--- config.mk ---
export PLATFORM = sky130hd
export DESIGN_NAME = i2c_reg_bank
export DESIGN_NICKNAME = d
export VERILOG_FILES = /design/src/rtl/i2c_reg_bank.sv
export SDC_FILE = /design/constraint.sdc
export NUM_CORES = 1
export LEC_CHECK = 0
export BUFFER_PORTS_ARGS = -buffer_cell sky130_fd_sc_hd__buf_2
export CORE_MARGIN = 5
export CORE_UTILIZATION = 50
export CTS_BUF_LIST = sky130_fd_sc_hd__clkbuf_4
export CTS_CLUSTER_DIAMETER = 100
export CTS_CLUSTER_SIZE = 14
export DETAILED_ROUTE_END_ITERATION = 12
export PLACE_DENSITY_LB_ADDON = 0.1
export RECOVER_POWER = 50
export SETUP_SLACK_MARGIN = 0.02
export SLEW_MARGIN = 20
export SYNTH_ARGS = -nofsm -noshare
export SYNTH_HDL_FRONTEND = slang
export SYNTH_SLANG_ARGS = --single-unit
export TNS_END_PERCENT = 1
--- constraint.sdc ---
create_clock -name clk -period 2.8 [get_ports clk]
set_input_delay 0 -clock clk [delete_from_list [all_inputs] [get_ports clk]]
set_output_delay 0 -clock clk [all_outputs]
set_load 0.01 [all_outputs]
--- src/rtl/i2c_reg_bank.sv ---
// i2c_reg_bank: control/ADC/DAC register bank with auto-incrementing pointer and req/ack bus.
// Optional DAC_SHADOW_EN: DAC writes land in shadows, committed to dac_out via address N_REG.
module i2c_reg_bank #(
  parameter int N_CTRL = 3,
  parameter int N_ADC  = 3,
  parameter int N_DAC  = 31,
  parameter int DW     = 8,
  parameter int AW     = 6
) (
  input  logic                     clk,
  input  logic                     rst_n,
  input  logic [N_ADC-1:0][DW-1:0] adc_in,
  input  logic                     adc_valid,
  output logic [N_DAC-1:0][DW-1:0] dac_out,
  output logic [N_CTRL-1:0][2:0]   cs_control,
  output logic [N_CTRL-1:0]        cp_reset,
  output logic [N_CTRL-1:0]        timer_fen,
  output logic [N_CTRL-1:0]        timer_en,
  output logic [N_CTRL-1:0]        amp_en,
  input  logic [AW-1:0]            bus_addr,
  input  logic                     bus_addr_ld,
  input  logic [DW-1:0]            bus_wdata,
  input  logic                     bus_wr,
  input  logic                     bus_rd,
  output logic [DW-1:0]            bus_rdata,
  output logic                     bus_ack,
  output logic                     bus_err,
  output logic                     bus_busy
);
  localparam int N_REG  = N_CTRL + N_ADC + N_DAC;
  localparam int DAC_LO = N_CTRL + N_ADC;
`ifdef DAC_SHADOW_EN
  localparam int N_VALID = N_REG + 1;
`else
  localparam int N_VALID = N_REG;
`endif
  localparam logic [AW-1:0] A_ADC  = AW'(N_CTRL);
  localparam logic [AW-1:0] A_DAC  = AW'(DAC_LO);
  localparam logic [AW-1:0] A_NREG = AW'(N_REG);
  localparam logic [AW-1:0] A_LAST = AW'(N_VALID - 1);

  typedef enum logic [1:0] {IDLE, EXEC, RESP} state_t;
  state_t        state_q, state_d;
  logic [AW-1:0] ptr_q, ptr_d;
  logic [DW-1:0] regs_q [N_REG];
  logic [DW-1:0] rdata_q, rdata_d, rd_val;
  logic          op_wr_q, op_bad_q, acc_err_q, acc_err_d, ack_q, err_q;
  logic          idle, req, ld_ok, ld_bad, exec_ok, is_adc, wr_en;

  assign idle    = state_q == IDLE;
  assign req     = idle && !bus_addr_ld && (bus_wr || bus_rd);
  assign ld_ok   = idle && bus_addr_ld && bus_addr <= A_LAST;
  assign ld_bad  = idle && bus_addr_ld && bus_addr > A_LAST;
  // a simultaneous wr+rd is a rejected access: no register change, pointer holds
  assign exec_ok = state_q == EXEC && !op_bad_q;
  assign is_adc  = ptr_q >= A_ADC && ptr_q < A_DAC;
  assign wr_en   = exec_ok && op_wr_q && !is_adc && ptr_q < A_NREG;

  always_comb begin
    rd_val = '0;
    for (int i = 0; i < N_REG; i++) rd_val = ptr_q == AW'(i) ? regs_q[i] : rd_val;
    state_d   = idle ? (req ? EXEC : IDLE) : state_q == EXEC ? RESP : IDLE;
    ptr_d     = ld_ok ? bus_addr : exec_ok ? (ptr_q == A_LAST ? '0 : ptr_q + AW'(1)) : ptr_q;
    rdata_d   = exec_ok && !op_wr_q ? rd_val : rdata_q;
    acc_err_d = state_q == EXEC ? op_bad_q || (op_wr_q && is_adc) : acc_err_q;
  end

  always_ff @(posedge clk or negedge rst_n) begin
    if (!rst_n) begin
      state_q   <= IDLE;
      ptr_q     <= '0;
      rdata_q   <= '0;
      acc_err_q <= 1'b0;
      op_wr_q   <= 1'b0;
      op_bad_q  <= 1'b0;
      ack_q     <= 1'b0;
      err_q     <= 1'b0;
    end else begin
      state_q   <= state_d;
      ptr_q     <= ptr_d;
      rdata_q   <= rdata_d;
      acc_err_q <= acc_err_d;
      if (req) begin
        op_wr_q  <= bus_wr;
        op_bad_q <= bus_wr && bus_rd;
      end
      ack_q <= state_q == RESP;
      err_q <= state_q == RESP ? acc_err_q : ld_bad;
    end
  end

  always_ff @(posedge clk or negedge rst_n) begin
    if (!rst_n) begin
      for (int i = 0; i < N_REG; i++) regs_q[i] <= '0;
    end else begin
      for (int i = 0; i < N_REG; i++) if (wr_en && ptr_q == AW'(i)) regs_q[i] <= bus_wdata;
      if (adc_valid) for (int j = 0; j < N_ADC; j++) regs_q[N_CTRL + j] <= adc_in[j];
    end
  end

  for (genvar c = 0; c < N_CTRL; c++) begin : g_ctrl
    assign cs_control[c] = regs_q[c][2:0];
    assign cp_reset[c]   = regs_q[c][3];
    assign timer_fen[c]  = regs_q[c][4];
    assign timer_en[c]   = regs_q[c][5];
    assign amp_en[c]     = regs_q[c][6];
  end

`ifdef DAC_SHADOW_EN
  logic [N_DAC-1:0][DW-1:0] dac_q;
  always_ff @(posedge clk or negedge rst_n) begin
    if (!rst_n) dac_q <= '0;
    else if (exec_ok && op_wr_q && ptr_q == A_NREG && bus_wdata[0])
      for (int j = 0; j < N_DAC; j++) dac_q[j] <= regs_q[DAC_LO + j];
  end
  assign dac_out = dac_q;
`else
  for (genvar d = 0; d < N_DAC; d++) begin : g_dac
    assign dac_out[d] = regs_q[DAC_LO + d];
  end
`endif

  assign bus_rdata = rdata_q;
  assign bus_ack   = ack_q;
  assign bus_err   = err_q;
  assign bus_busy  = !idle;
endmodule

# Word-level counts from Yosys, hierarchy flattened

Index checks and enable logic that the tools add are counted.
Widths: inputs -> output; s select.

Register bits after elaboration: 317
Output and inout bits: 280

Reductions and logical operators: 63
Eq/ne operators: 38
Order comparisons: 5
Multiplexer cells: 48
Add/sub/neg operators: 1

Operators with widths:

| kind                | number |
|---|---|
| $mux 8              | 40 |
| $eq 6x5->1 const B  | 16 |
| $logic_and 1x1->1   | 50 |
| $eq 6x4->1 const B  | 8 |
| $eq 6x6->1 const B  | 5 |
| $eq 6x3->1 const B  | 4 |
| $mux 24             | 1 |
| $mux 6              | 3 |
| $eq 6x2->1 const B  | 2 |
| $reduce_bool 2->1   | 4 |
| $add 6x1->6 const B | 1 |
| $eq 6x1->1 const B  | 1 |
| $ge 6x2->1 const B  | 1 |
| $gt 6x6->1 const B  | 1 |
| $le 6x6->1 const B  | 1 |
| $logic_not 6->1     | 1 |
| $lt 6x3->1 const B  | 1 |
| $lt 6x6->1 const B  | 1 |
| $logic_not 1->1     | 5 |
| $mux 2              | 2 |
| $eq 2x1->1 const B  | 1 |
| $eq 2x2->1 const B  | 1 |
| $logic_not 2->1     | 1 |
| $logic_or 1x1->1    | 2 |
| $mux 1              | 2 |

# Longest topological paths before layout

Gate-level depths: netlist of run 1.

Depth in word-level cells: 38
Gate-level depth with buffers: 12

# Least setup slack after synthesis of run 1

Ideal clock, no wire load.

Path kind: reg-to-reg
Start: register ptr_q[0]
End: register rdata_q[5], in the netlist bus_rdata[5]
Period minus slack after synthesis: 2.484 ns
Setup time: 0.123 ns
Data required time: 2.677 ns
Path slack: 0.316 ns
Arrival: 2.361 ns
Stages on the path, launching flop included: 13
Buffers on the path: 2
Cells stage by stage: dfrtp_1 -> inv_1 -> ha_1 -> buf_2 -> or3b_1 -> clkbuf_1 -> nor2_1 -> or3_1 -> o211ai_1 -> a211oi_2 -> o311a_1 -> o21ai_1 -> a21oi_1

Longest elaborated chain between the ends: 38

Ends and longest elaborated chain:

| what                     | RTL line | RTL |
|---|---|---|
| start: declaration       | 44       | `logic [AW-1:0] ptr_q, ptr_d;` |
| start signal: assignment | 80       | `ptr_q <= ptr_d;` |
| $logic_not 6->1          | 61       | `for (int i = 0; i < N_REG; i++) rd_val = ptr_q == AW'(i) ? regs_q[i] : rd_val;` |
| $mux 8 (36 in a row)     | 61       |  |
| $mux 8 *                 | 61       |  |
| end signal: assignment   | 81       | `rdata_q <= rdata_d;` |
| end: declaration         | 46       | `logic [DW-1:0] rdata_q, rdata_d, rd_val;` |

Mark *: on every way between the ends. The rest lies on a longest branch, timed or not.
A chain may end at the register's enable or synchronous reset.

# Worst setup path in the final report of run 1

Start: register ptr_q[3]
End: register rdata_q[7], in the netlist bus_rdata[7]

The elaborated chain is that of the path after synthesis.

==> results of run 1 <==
## layer usage
metal | global-route usage, % | up-vias
li1 | - | 6184
met2 | 48.28 | 671
met3 | 4.656 | 74
met4 | 4.905 | 0
met5 | 0 | -
met1 | 45.31 | 7263
## cells in the final DEF (no fill, tap or decap), types with 5 or more instances in the layout
cell type      count
nand3_1           37
buf_4            145
a22oi_1           15
inv_1              5
nor4_1             5
o221ai_1          18
nor3_2             5
nor3_1            28
and3_1             6
nand3b_1           5
mux2_2           281
o21ai_0           63
nor2_2             7
a21oi_1           50
or3_1              7
dlygate4sd3_1    100
a31oi_1            5
nand4_1            9
dfrtp_1          315
nor2_4             5
a221oi_1          19
nor2_1            92
o21ai_1            8
mux2i_1           17
o211ai_1          13
buf_2            190
clkbuf_1         136
a211oi_1           9
nand2_1          127
nand2b_1           6
nor2b_1            6
a221o_1           10
nand2_2            8
o22ai_1           20
clkbuf_4          30
## through the flow
stage	hold WS, ns	setup TNS (ns)	area [um^2]	total power [mW]	instances
floorplan	-0.2956	0	17550	7.283	1644
global placement	0.03060	-1.154	18590	8.741	2230
detailed placement	0.02912	-1.285	18590	8.766	2230
CTS	0.003682	-0.04614	19910	10.86	2360
global route	0.03366	-0.2488	19840	11.44	2363
finish	0.06294	0	19840	10.95	2364
## power groups by stage
stage / combinational (mW) / sequential [mW] / clock, mW
3_3_place_gp: 3.34 / 5.41 / 0
2_1_floorplan: 2.06 / 5.22 / 0
3_5_place_dp: 3.36 / 5.40 / 0
4_1_cts: 3.57 / 5.32 / 1.97
6_report: 3.70 / 5.35 / 1.90
5_1_grt: 3.94 / 5.38 / 2.11
## cell families (layout without fill, tap and decap cells)
kind of cell,Yosys count,in the layout
AND/OR/NAND/NOR,386,386
buffers and inverters,351,613
flip-flops,317,317
multiplexers,298,298
AO/OA/AOI/OAI,286,286
adder cells (fa/ha/maj),5,5
XOR/XNOR,1,1
other,0,3
## final timing paths
check	from	endpoint	slack (ns)
max	ptr_q[3]	bus_rdata[7]	0.05
min	bus_wdata[2]	dac_out[122]	0.06
max reg2reg	ptr_q[3]	bus_rdata[7]	0.05
min reg2reg	state_q[0]	bus_ack	0.50
max in group asynchronous	rst_n	dac_out[108]	0.68
min in group asynchronous	rst_n	dac_out[2]	1.08
## state kept, by name, indices dropped and copies added, names as in the netlist
signal      cells
ptr_q           6
op_wr_q         1
regs_q         27
state_q         2
cp_reset        3
acc_err_q       1
op_bad_q        1
timer_en        3
amp_en          3
bus_rdata       8
dac_out       248
bus_ack         1
timer_fen       3
bus_err         1
cs_control      9
## critical path, cell delays in order, from the launching register on
cell	delay, ns
dfrtp_1	0.44
buf_4	0.17
or3_4	0.42
nor2_2	0.34
buf_4	0.19
a221oi_1	0.06
nor2_1	0.25
nor3_2	0.09
buf_4	0.14
o21ai_0	0.21
a41oi_1	0.16
o21ai_1	0.15
## what timing repair did
item                                   in CTS  in global routing
hold buffers                              101                  0
endpoints found under the hold margin     352                  0
setup endpoints to repair                   7                 15
gates cloned                                0                  0
buffers inserted                            1                  1
gates resized for setup                    19                 37
pin swaps                                   1                  4
## layout make-up
class / count / area share [%]
clock buffers: 27 / 1.021
well taps: 455 / 2.869
inverters: 7 / 0.1324
diodes: 3 / 0.03783
multi-input cells: 976 / 37.58
repair buffers: 578 / 18.34
clock inverters: 1 / 0.03783
flip-flops and latches: 317 / 39.99
==> key figures, run 1 <==
Global route
  • Initial antenna violation count: 3
  • Tot GR Track Use: 30.43%
  • Total gr overflow: 0
  • First-pass GRT wire length: 91,510 um
  • Vias in the first global route: 14,090
  • Largest net degree at the start of global routing: 84

Yosys
  • Post-synthesis register bit count: 317
  • Post-synthesis async set-or-reset flop share: 100.0%
  • Synth cell types: 76
  • Most area-hungry cell type in the Yosys netlist: dfrtp_1
  • Synth Instances: 1,644
  • EDFF count, synth: 0
  • Post-synth top area share: 45.20%
  • YS warnings: 0
  • Post-synthesis net count: 1,693
  • Post-synthesis xor/xnor area fraction: 0.04991%
  • Adder-cell share of the synthesized area: 0.3565%
  • Mapped Avg Cell Area: 10.67 um^2
  • Post-synthesis compound-gate area fraction: 11.13%
  • Mux cell area share after synthesis: 19.00%
  • Largest family of logic cells by synthesized area: multiplexers
  • Synth Area in Simple Gates: 10.60%
  • Synth Flop Type: dfrtp_1
  • Post-synth top cells: dfrtp_1 (317), mux2_2 (281), buf_4 (273), nand2_1 (131), nor2_1 (94)
  • Sequential area share after synthesis: 45.20%
  • Most numerous cell in the Yosys netlist: dfrtp_1
  • Cell area after synthesis: 0.01755 mm^2
  • Area contributors post-synth: dfrtp_1 (45%), mux2_2 (18%), buf_4 (12%), nand2_1 (2.8%), nor2_1 (2.0%)

STA
  • Period Utilization, post-route: 98.25%
  • # setup viols final: 0
  • Final slew viol count: 41
  • Endpoints failing hold: 0
  • Worst-Margin Slew: 1.534 ns
  • Fin crit period: 2.751 ns
  • RSZ-0062 raised after global routing: yes
  • Slew headroom: -2.290%
  • Fin Clk Skew: 0.1046 ns
  • Fmax: 0.3635 GHz
  • Setup ws final: 0.04900 ns

Power
  • Comb pwr share: 33.8%
  • Psw: 4.008 mW
  • Sw frac: 36.59%
  • Int Power: 6.945 mW
  • Leakage: 8.572 nW
  • PwrDens: 552.0 mW/mm^2
  • Worst VDD drop: 0.4087 mV
  • Power share of the sequential group: 48.9%
  • Clock share of power: 17.3%

Outcome
  • Violated checks: max-capacitance violations, max-slew violations
  • Outcome: finished with violations

Drt
  • Post-DRT Antenna Nets: 0
  • Highest layer used for signal routing: met4
  • # DRC: 0
  • Met2 WL: 28,100 um
  • Vias per cell: 6.003
  • Drt wl/cell: 25.79 um
  • Pre-antenna DRT Iters: 5
  • Met1 WL: 26,960 um
  • Final wirelength: 60,960 um
  • Length of routed met3 wiring: 4869 um
  • Initial DRC Count: 1,205
  • Via count: 14,190

Setup path
  • CP Capture Type: flip-flop
  • Critical path class: reg2reg
  • Worst path required time: 3.46 ns
  • Startpoint type of the worst setup path: flip-flop
  • Worst R2R Path Depth: 11
  • Data arrival time of the worst path: 3.41 ns
  • Max FO, Critical Path: 7

Placement
  • DP HPWL: 44,710 um
  • Gpl congestion: 0.9477
  • Port Buf Inserts: 323
  • DP Worst Slack: -0.3278 ns

Clock network
  • CTS sink count: 317
  • CTS tree: yes
  • Clock slew at reported path FFs: 0.16 ns
  • CTS max path bufs: 3
  • H-tree depth: 1
  • Worst-Skew Late Latency: 0.79 ns
  • Total CTS buffers: 26
  • Clock root cell: clkbuf_4

Finish
  • FF+latch area: 0.007935 mm^2
  • Fin util: 57.31%
  • Filler Cell Count: 3,137
  • Multi-input gate area: 0.007457 mm^2
  • P&R area growth vs syn: 13.08%
  • Layout cells sized above 1: 37.88%
  • Layout net count: 1,955

Min path
  • Hold Path Class: in2reg
  • Hold depth: 2

Die
  • Die height: 197.3 um
  • Initial core utilization: 50.68%
  • Die width: 197.3 um
  • DIE AREA: 0.03894 mm^2
  • Core Rows: 68
  • Core Area: 0.03463 mm^2
  • Number of top-level pins: 324

Run
  • Max-cap violation count: 1
Note: power is estimated with default switching activity, not from simulation.
==> run 2: changes to the inputs <==
--- a/config.mk
+++ b/config.mk
@@ -6,7 +6,6 @@
 export NUM_CORES = 1
 export LEC_CHECK = 0
 export BUFFER_PORTS_ARGS = -buffer_cell sky130_fd_sc_hd__buf_2
-export CORE_MARGIN = 5
 export CORE_UTILIZATION = 50
 export CTS_BUF_LIST = sky130_fd_sc_hd__clkbuf_4
 export CTS_CLUSTER_DIAMETER = 100
==> key figures, run 2 (synthesis results as in run 1) <==
Outcome
  • Outcome: finished with violations
  • Violated checks: max-capacitance violations, max-slew violations, negative setup slack

Min path
  • Hold Path Class: in2reg

Setup path
  • Data arrival time of the worst path: 3.56 ns
  • CP Capture Type: flip-flop
  • Max FO, Critical Path: 8
  • Worst path required time: 3.50 ns
  • Top Family by Delay on Critical Path: simple AND/OR/NAND/NOR gates
  • Buf+Inv Stages, Crit Path: 2
  • Most frequent cell on the critical path: buf_4
  • Critical path class: reg2reg
  • Slowest stage cell, crit path: or3b_4
  • Startpoint type of the worst setup path: flip-flop
  • Worst path max stage delay: 0.43 ns
  • Cells along the critical path: buf_4 > ha_2 > or3b_4 > nor2_1 > buf_4 > nor3_1 > or3_1 > a211o_1 > o21ai_2 > a41oi_2 > o21ai_1

Clock network
  • Clock slew at reported path FFs: 0.17 ns
  • H-tree depth: 1
  • CTS tree: yes
  • Worst-Skew Late Latency: 0.77 ns
  • CTS max path bufs: 3
  • Clock root cell: clkbuf_4
  • CTS sink count: 317
  • Total CTS buffers: 26

STA
  • Fmax: 0.3491 GHz
  • Worst-Margin Slew: 2.393 ns
  • Fin crit period: 2.865 ns
  • Final slew viol count: 87
  • # setup viols final: 2
  • Slew headroom: -59.55%
  • Endpoints failing hold: 0
  • RSZ-0062 raised after global routing: yes
  • Fin Clk Skew: 0.06463 ns
  • Setup ws final: -0.06490 ns
  • Period Utilization, post-route: 102.3%
  • TNS Setup: -0.1109 ns

Drt
  • Final wirelength: 58,130 um
  • Post-DRT Antenna Nets: 0
  • Vias per cell: 5.995
  • # DRC: 0
  • Pre-antenna DRT Iters: 6
  • Initial DRC Count: 1,289
  • Via count: 14,080
  • Drt wl/cell: 24.76 um

Global route
  • Initial antenna violation count: 2
  • Vias in the first global route: 13,800
  • Total gr overflow: 0
  • First-pass GRT wire length: 87,700 um
  • Tot GR Track Use: 32.23%
  • Largest net degree at the start of global routing: 89

Die
  • DIE AREA: 0.03585 mm^2
  • Initial core utilization: 50.80%
  • Die width: 189.3 um
  • Core Rows: 68
  • Core Area: 0.03454 mm^2
  • Number of top-level pins: 324
  • Die height: 189.3 um

Power
  • PwrDens: 549.4 mW/mm^2
  • Worst VDD drop: 0.3195 mV
  • Leakage: 8.290 nW
  • Tot Pwr: 10.80 mW

Finish
  • Post-route design area: 0.01965 mm^2
  • Layout net count: 1,941
  • P&R area growth vs syn: 12.00%
  • Most frequent cells in the layout: dfrtp_1 (312), mux2_2 (281), clkbuf_1 (213)
  • Final cell count without fillers: 2,348
  • Filler Cell Count: 3,168
  • Commonest non-fill, non-tap cell in the layout: dfrtp_1
  • Number of flip-flops in the largest register: 248
  • Layout cells sized above 1: 34.30%

Placement
  • DP HPWL: 41,880 um
  • Gpl congestion: 0.9780
  • Port Buf Inserts: 323
  • Placed instance count: 2,210
  • Placed Area: 0.01840 mm^2

Run
  • Max-cap violation count: 1
==> run 2: tightest hold or removal path, cell delays in order <==
cell           delay, ns
dlygate4sd3_1       0.56
buf_2               0.13
o21a_1              0.12
==> run 2: cell type report <==
class	instances	area [um^2]	area share, %
inverter	7	26.28	0.1337
sequential	317	7939	40.39
clock buffer	27	202.7	1.031
multi-input combinational	976	7463	37.97
clock inverter	1	7.507	0.03820
timing repair buffer	564	3443	17.52
antenna	1	2.502	0.01273
tap	455	569.3	2.897
==> run 2: timing repair <==
| action | 4_1_cts | 5_1_grt |
|---|---|---|
| hold buffers | 99 | 0 |
| endpoints found under the hold margin | 364 | 0 |
| buffers inserted | 3 | 7 |
| pin swaps | 2 | 11 |
| setup endpoints to repair | 28 | 262 |
| resized for setup | 27 | 46 |
| cloned | 0 | 0 |
==> run 2: where the power goes <==
| group | internal, mW | leakage, nW | switching, mW |
|---|---|---|---|
| combinational | 1.50 | 4.45 | 2.05 |
| sequential | 4.91 | 3.71 | 0.453 |
| clock | 0.447 | 0.124 | 1.43 |
| total | 6.87 | 8.29 | 3.93 |
==> run 2: path summary, 6_finish.rpt <==
path / start / endpoint / slack [ns] / depth (start not counted)
min in group asynchronous: rst_n / dac_out[103] / 1.05 / 3
setup / recovery: ptr_q[1] / bus_rdata[7] / -0.06 / 11
setup reg to reg: ptr_q[1] / bus_rdata[7] / -0.06 / 11
hold / removal: bus_addr[5] / ptr_q[5] / 0.06 / 3
max in group asynchronous: rst_n / dac_out[133] / 0.33 / 4
hold reg to reg: state_q[0] / bus_err / 0.49 / 1
==> run 2: per-layer routing <==
layer	vias up	part of all wire, %	global-route usage, %
met2	634	47	51.82
met1	7200	45	46.66
met3	88	6.6	3.948
met5	-	0.022	0
li1	6153	-	-
met4	2	1.9	6.855
==> run 2: per-stage QoR <==
stage,util (%),hold WS (ns),worst slack [ns]
after global routing,56.90,0.04539,-0.1105
after global placement,53.27,0.07414,-0.4410
final,56.90,0.06443,-0.06490
after CTS,57.14,0.002555,-0.07745
after floorplan,-,-0.2956,0.3165
after detailed placement,53.27,0.07023,-0.4823
